[config.mk]
export PLATFORM = sky130hd
export DESIGN_NAME = fft_peak_detect
export DESIGN_NICKNAME = d
export VERILOG_FILES = /design/src/rtl/fft_pkg.sv /design/src/rtl/fft_mag_sq.sv /design/src/rtl/fft_peak_detect.sv
export SDC_FILE = /design/constraint.sdc
export NUM_CORES = 1
export LEC_CHECK = 0
export ABC_CLOCK_PERIOD_IN_PS = 2200
export CAP_MARGIN = 30
export CORE_MARGIN = 10
export CORE_UTILIZATION = 50
export DETAILED_ROUTE_END_ITERATION = 8
export PLACE_DENSITY = 0.79
export SYNTH_ARGS = -nofsm -noshare
export SYNTH_HDL_FRONTEND = slang
export SYNTH_SLANG_ARGS = --single-unit
[constraint.sdc]
create_clock -name clk -period 2.2 [get_ports clk]
set_input_delay 0.44 -clock clk [delete_from_list [all_inputs] [get_ports clk]]
set_output_delay 0.44 -clock clk [all_outputs]
set_load 0.01 [all_outputs]
[src/rtl/fft_pkg.sv]
// Shared FFT types and default sizes used by the FFT core and its downstream consumers.
package fft_pkg;

   localparam int DEF_BIT_WIDTH = 16;
   localparam int DEF_M         = 9;
   localparam int DEF_N         = 512;

   typedef struct packed {
      logic signed [DEF_BIT_WIDTH-1:0] re;
      logic signed [DEF_BIT_WIDTH-1:0] im;
   } cplx_t;

   typedef enum logic [1:0] {
      ST_IDLE,
      ST_SCAN,
      ST_DRAIN,
      ST_REPORT
   } peak_state_t;

endpackage

[src/rtl/fft_mag_sq.sv]
// Registered squared magnitude re^2 + im^2 of one complex bin, with its valid bit.
module fft_mag_sq
   import fft_pkg::*;
#(
   parameter int bit_width = DEF_BIT_WIDTH
) (
   input  logic                        clk,
   input  logic                        reset,
   input  logic signed [bit_width-1:0] re_p1,
   input  logic signed [bit_width-1:0] im_p1,
   input  logic                        vld_p1,
   output logic [2*bit_width-1:0]      mag_p2,
   output logic                        vld_p2
);

   localparam int MW = 2*bit_width;

   // Each square is at most 2^(2*bit_width-2), so the sum never overflows MW bits.
   function automatic logic [MW-1:0] square(input logic signed [bit_width-1:0] x);
      logic signed [MW-1:0] xe;
      xe = MW'(x);
      return $unsigned(xe * xe);
   endfunction

   logic [MW-1:0] mag_p2_d, mag_p2_q;
   logic          vld_p2_d, vld_p2_q;

   always_comb begin
      mag_p2_d = square(re_p1) + square(im_p1);
      vld_p2_d = vld_p1;
   end

   // stage 1 -> stage 2
   always_ff @(posedge clk or negedge reset) begin
      if (!reset) vld_p2_q <= 1'b0;
      else        vld_p2_q <= vld_p2_d;
   end

   always_ff @(posedge clk) begin
      mag_p2_q <= mag_p2_d;
   end

   assign mag_p2 = mag_p2_q;
   assign vld_p2 = vld_p2_q;

endmodule

[src/rtl/fft_peak_detect.sv]
// Sweeps the positive-frequency half of the FFT result RAM after each frame and
// reports the bin with the largest squared magnitude.
module fft_peak_detect
   import fft_pkg::*;
#(
   parameter int                   bit_width = DEF_BIT_WIDTH,
   parameter int                   M         = DEF_M,
   parameter int                   N         = DEF_N,
   parameter int                   MIN_BIN   = 1,
   parameter logic [2*bit_width-1:0] THRESH  = '0
) (
   input  logic                   clk,
   input  logic                   reset,
   input  logic                   fft_done,
   output logic [M-1:0]           rd_adr,
   input  logic [2*bit_width-1:0] wd,
   output logic                   busy,
   output logic                   peak_valid,
   output logic [M-1:0]           peak_bin,
   output logic [2*bit_width-1:0] peak_mag,
   output logic                   no_signal
);

   localparam int           MW        = 2*bit_width;
   localparam logic [M-1:0] FIRST_BIN = M'(MIN_BIN);
   localparam logic [M-1:0] LAST_BIN  = M'(N/2 - 1);
   localparam logic [M-1:0] ADR_ONE   = M'(1);

   // Widened subtraction keeps the comparison meaningful even when THRESH is 0.
   function automatic logic below_thresh(input logic [MW-1:0] m);
      logic [MW:0] diff;
      diff = {1'b0, m} - {1'b0, THRESH};
      return diff[MW];
   endfunction

   peak_state_t   state_q, state_d;
   logic          done_q;
   logic          drain_q, drain_d;
   logic [M-1:0]  adr_q, adr_d;
   logic          scan_start, vld_p0, report;

   logic          vld_p1_q;
   logic [M-1:0]  bin_p1_q, bin_p2_q;
   logic signed [bit_width-1:0] re_p1, im_p1;
   logic [MW-1:0] mag_p2;
   logic          vld_p2;

   logic [MW-1:0] best_mag_q, best_mag_d;
   logic [M-1:0]  best_bin_q, best_bin_d;
   logic          peak_valid_q, peak_valid_d;
   logic [M-1:0]  peak_bin_q, peak_bin_d;
   logic [MW-1:0] peak_mag_q, peak_mag_d;
   logic          no_signal_q, no_signal_d;

   always_ff @(posedge clk or negedge reset) begin
      if (!reset) begin
         state_q <= ST_IDLE;
         done_q  <= 1'b0;
         drain_q <= 1'b0;
         adr_q   <= '0;
      end else begin
         state_q <= state_d;
         done_q  <= fft_done;
         drain_q <= drain_d;
         adr_q   <= adr_d;
      end
   end

   always_comb begin
      state_d = state_q;
      drain_d = drain_q;
      adr_d   = adr_q;
      unique case (state_q)
         ST_IDLE: begin
            adr_d = '0;
            if (fft_done && !done_q) begin
               state_d = ST_SCAN;
               adr_d   = FIRST_BIN;
            end
         end
         ST_SCAN: begin
            if (adr_q == LAST_BIN) begin
               state_d = ST_DRAIN;
               drain_d = 1'b0;
            end else begin
               adr_d = adr_q + ADR_ONE;
            end
         end
         ST_DRAIN: begin
            if (drain_q) state_d = ST_REPORT;
            else         drain_d = 1'b1;
         end
         ST_REPORT: begin
            state_d = ST_IDLE;
            adr_d   = '0;
         end
         default: state_d = ST_IDLE;
      endcase
   end

   always_comb begin
      busy       = (state_q != ST_IDLE);
      vld_p0     = (state_q == ST_SCAN);
      report     = (state_q == ST_REPORT);
      scan_start = (state_q == ST_IDLE) && fft_done && !done_q;
   end

   // stage 0 -> stage 1: the RAM returns wd for the address issued one cycle earlier
   always_ff @(posedge clk or negedge reset) begin
      if (!reset) vld_p1_q <= 1'b0;
      else        vld_p1_q <= vld_p0;
   end

   always_ff @(posedge clk) begin
      bin_p1_q <= adr_q;
      bin_p2_q <= bin_p1_q;
   end

   assign re_p1 = wd[MW-1:bit_width];
   assign im_p1 = wd[bit_width-1:0];

   fft_mag_sq #(.bit_width(bit_width)) u_mag_sq (
      .clk    (clk),
      .reset  (reset),
      .re_p1  (re_p1),
      .im_p1  (im_p1),
      .vld_p1 (vld_p1_q),
      .mag_p2 (mag_p2),
      .vld_p2 (vld_p2)
   );

   // stage 2 -> stage 3: strict compare keeps the lowest bin on ties
   always_comb begin
      best_mag_d = best_mag_q;
      best_bin_d = best_bin_q;
      if (scan_start) begin
         best_mag_d = '0;
         best_bin_d = FIRST_BIN;
      end else if (vld_p2 && (mag_p2 > best_mag_q)) begin
         best_mag_d = mag_p2;
         best_bin_d = bin_p2_q;
      end
   end

   always_ff @(posedge clk) begin
      best_mag_q <= best_mag_d;
      best_bin_q <= best_bin_d;
   end

   always_comb begin
      peak_valid_d = report;
      peak_bin_d   = peak_bin_q;
      peak_mag_d   = peak_mag_q;
      no_signal_d  = no_signal_q;
      if (report) begin
         peak_bin_d  = best_bin_q;
         peak_mag_d  = best_mag_q;
         no_signal_d = below_thresh(best_mag_q);
      end
   end

   always_ff @(posedge clk or negedge reset) begin
      if (!reset) begin
         peak_valid_q <= 1'b0;
         peak_bin_q   <= '0;
         peak_mag_q   <= '0;
         no_signal_q  <= 1'b0;
      end else begin
         peak_valid_q <= peak_valid_d;
         peak_bin_q   <= peak_bin_d;
         peak_mag_q   <= peak_mag_d;
         no_signal_q  <= no_signal_d;
      end
   end

   assign rd_adr     = adr_q;
   assign peak_valid = peak_valid_q;
   assign peak_bin   = peak_bin_q;
   assign peak_mag   = peak_mag_q;
   assign no_signal  = no_signal_q;

endmodule

==> results.cfg <==
[setup_path]
crit_arrival_ns = 6.98
crit_fanout = 8
reg2reg_from = u_mag_sq.mag_p2[17]
rrSetupSlack_ns = -0.31
crit_type = primary input to register
rr_worst_depth = 10
crit_required_ns = 2.51
rr_endpoint = best_mag_q[5]
cp-end-kind = register
start_kind = primary input

[floorplanning]
chipWidth_um = 236
num_rows = 79
dieArea_sq_um = 55800
start_util = 0.504
fp.coreArea_sq_um = 46500
pin_count = 88
die_y_um = 236

[placed_design]
place_inst = 3302
dp_worst_setup_slack_ns = -5.24
hpwl_um = 48800
finalWeightedCongestion = 0.930
portBuffers = 86

[drt]
routed_wl_um = 71500
drt_iter0_drc = 1456
ant_nets = 0
avgRoutedWirePerCell_um = 20.6
drc_errors = 0
dr.pass1.iters = 8
routed-via-count = 18489
vias_per_cell = 5.32

[synthesis]
ys_seq_area_frac = 0.139
syn-cell-area_sq_um = 23400
avgSynthCellArea_sq_um = 9.91
synth_top_family_by_area = adder cells
synth_cell_types = 58
synth_edf_count = 0
synth_ff_type = dfxtp_1
async_reset_ff_frac = 0.385
synth_simple_gate_area_frac = 0.0865
ys_ff_latch = 148
synth_compound_area_frac = 0.0584
synthMuxAreaShare = 0.0216
synthXorXnorAreaFrac = 0.0232
yosys.area_share.adder = 0.546
yosys_warnings = 0
syn_inst = 2360

[status]
failed_checks = negative setup slack
status = complete, but fails checks

[layout]
n_fill_cell = 3038
stdcell_count = 3474
final_common_cell = inv_1
ff_latch_area_sq_um = 3270
fin_nets = 3596
drive_above_1_share = 0.352
syn2layout_area_growth_pct = 36.6
multi_input_area_sq_um = 19300
final_cell_mix = inv_1, fa_1, buf_4, ha_1, nand2_1

[timing]
finalCritPeriodShare = 3.03
skew_ns = 0.0145
tightest_slew_ns = 0.797
max_slew_margin = 0.469
setup_tns_ns = -113.57
setup_viol = 69
rsz0062_at_grt = yes
fmax_ghz = 0.150
min_period_ns = 6.67
hold_viol = 0
drv_slew = 0
worst_slack_ns = -4.47

[clock_network]
cts_buffers = 17
cts.path.max_buffers = 2
cts_tree = built
htreeDepth = 4
cts_sinks = 148
path_clk_slew_ns = 0.06
cts_root_buffer = clkbuf_16
clk_latency_ns = 0.43

[hold_path]
holdPathEnd = bin_p2_q[0]
holdPathStages = 0
hold_path.class = register to register
hold_start = bin_p1_q[0]

[global_routing]
grtUsageTotal = 0.238
grt_pass1_vias = 20972
grt_max_degree = 42
antenna_found_initial = 2
grt_pass1_wl_um = 107000
grt_overflow = 0

[flow_run]
cap_violations = 0
-- critical path: stages --
cell	delay [ns]
buf_4	0.14
buf_8	0.14
buf_4	0.15
nor2b_2	0.16
fa_1	0.48
fa_1	0.50
inv_1	0.06
fa_1	0.53
inv_1	0.05
fa_1	0.48
fa_1	0.56
fa_2	0.46
fa_1	0.54
inv_2	0.05
fa_1	0.54
inv_2	0.06
ha_4	0.25
a21oi_4	0.16
o2111ai_2	0.16
a21oi_2	0.21
o21ai_4	0.10
a2111oi_4	0.38
o21bai_1	0.12
a21oi_1	0.16
xnor2_1	0.09
-- through the flow --
step	instance area, sq um	hold WS, ns	util
2_1_floorplan	24100	0.144	-
3_5_place_dp	27900	0.312	0.600
3_3_place_gp	27900	0.312	0.600
4_1_cts	31000	0.328	0.667
6_report	32000	0.325	0.688
5_1_grt	32000	0.333	0.688
-- logic make-up after synthesis --
kind of cell	after synthesis
other cells	1
flops	148
buf+inv	761
xor+xnor	62
fa+ha+maj	709
simple gates	426
compound gates	208
mux	45
-- synthesized netlist by cell type (all sizes together) (2+ instances only) --
library cell	number	area share
nand3	51	0.011
nand2b	8	0.0021
nor3	14	0.0030
nand4	7	0.0019
ha	188	0.10
o2111ai	2	0.00075
a31oi	2	0.00053
clkbuf	52	0.0083
a211o	3	0.0011
a21oi	39	0.0087
o21a	10	0.0033
o21bai	4	0.0013
clkinv	4	0.00064
mux2i	2	0.00086
a2111oi	2	0.0010
dfrtp	57	0.061
xnor2	48	0.018
o21ai	72	0.016
buf	18	0.0058
and3	4	0.0011
o41ai	3	0.0014
nor2	62	0.0099
and4	3	0.0011
nor2b	18	0.0048
or2	5	0.0013
nand2	166	0.027
xor2	14	0.0052
fa	521	0.45
a31o	3	0.0011
and2	86	0.023
mux2	43	0.021
a21boi	42	0.013
o211ai	2	0.00086
a211oi	4	0.0017
inv	687	0.11
dfxtp	91	0.078
a21o	17	0.0055
-- how the worst max path moves through the flow --
stage	from	endpoint	slack [ns]	depth (start not counted)
2_1_floorplan	wd[18]	u_mag_sq.mag_p2[30]	-4.47	25
3_3_place_gp	wd[31]	u_mag_sq.mag_p2[30]	-5.13	25
3_5_place_dp	wd[25]	u_mag_sq.mag_p2[31]	-5.24	26
4_1_cts	wd[9]	u_mag_sq.mag_p2[30]	-4.30	27
5_1_grt	wd[12]	u_mag_sq.mag_p2[30]	-4.64	28
6_report	wd[31]	u_mag_sq.mag_p2[30]	-4.47	25
-- final cells by class --
| class | count | area share |
|---|---|---|
| inverter | 691 | 0.0825 |
| timing repair buffer | 542 | 0.169 |
| antenna | 2 | 0.000157 |
| clock inverter | 13 | 0.00497 |
| sequential | 148 | 0.102 |
| tap | 607 | 0.0238 |
| clock buffer | 19 | 0.0145 |
| multi-input combinational | 1452 | 0.603 |
-- flip-flops by register name (all words and copies together) (netlist names), 2 cells and up --
signal,flops
best_mag_q,32
peak_mag,32
u_mag_sq.mag_p2,32
best_bin_q,9
bin_p1_q,9
bin_p2_q,9
peak_bin,9
rd_adr,9
state_q,2
-- metal layers --
layer,wire [um],track usage
met1,26000,0.270
met2,37400,0.436
met3,4210,0.0324
met4,3950,0.104
met5,0,0
-- what timing repair did --
item	CTS	global route
hold buffers	1	0
hold endpoints to repair	18	0
gates resized for setup	490	240
endpoints found under the setup margin	71	78
buffers inserted	110	19
pin swaps	276	196
cloned	16	4
Power is not shown: default switching activity piles up to over one toggle a cycle in this logic, so the estimate is an artifact.
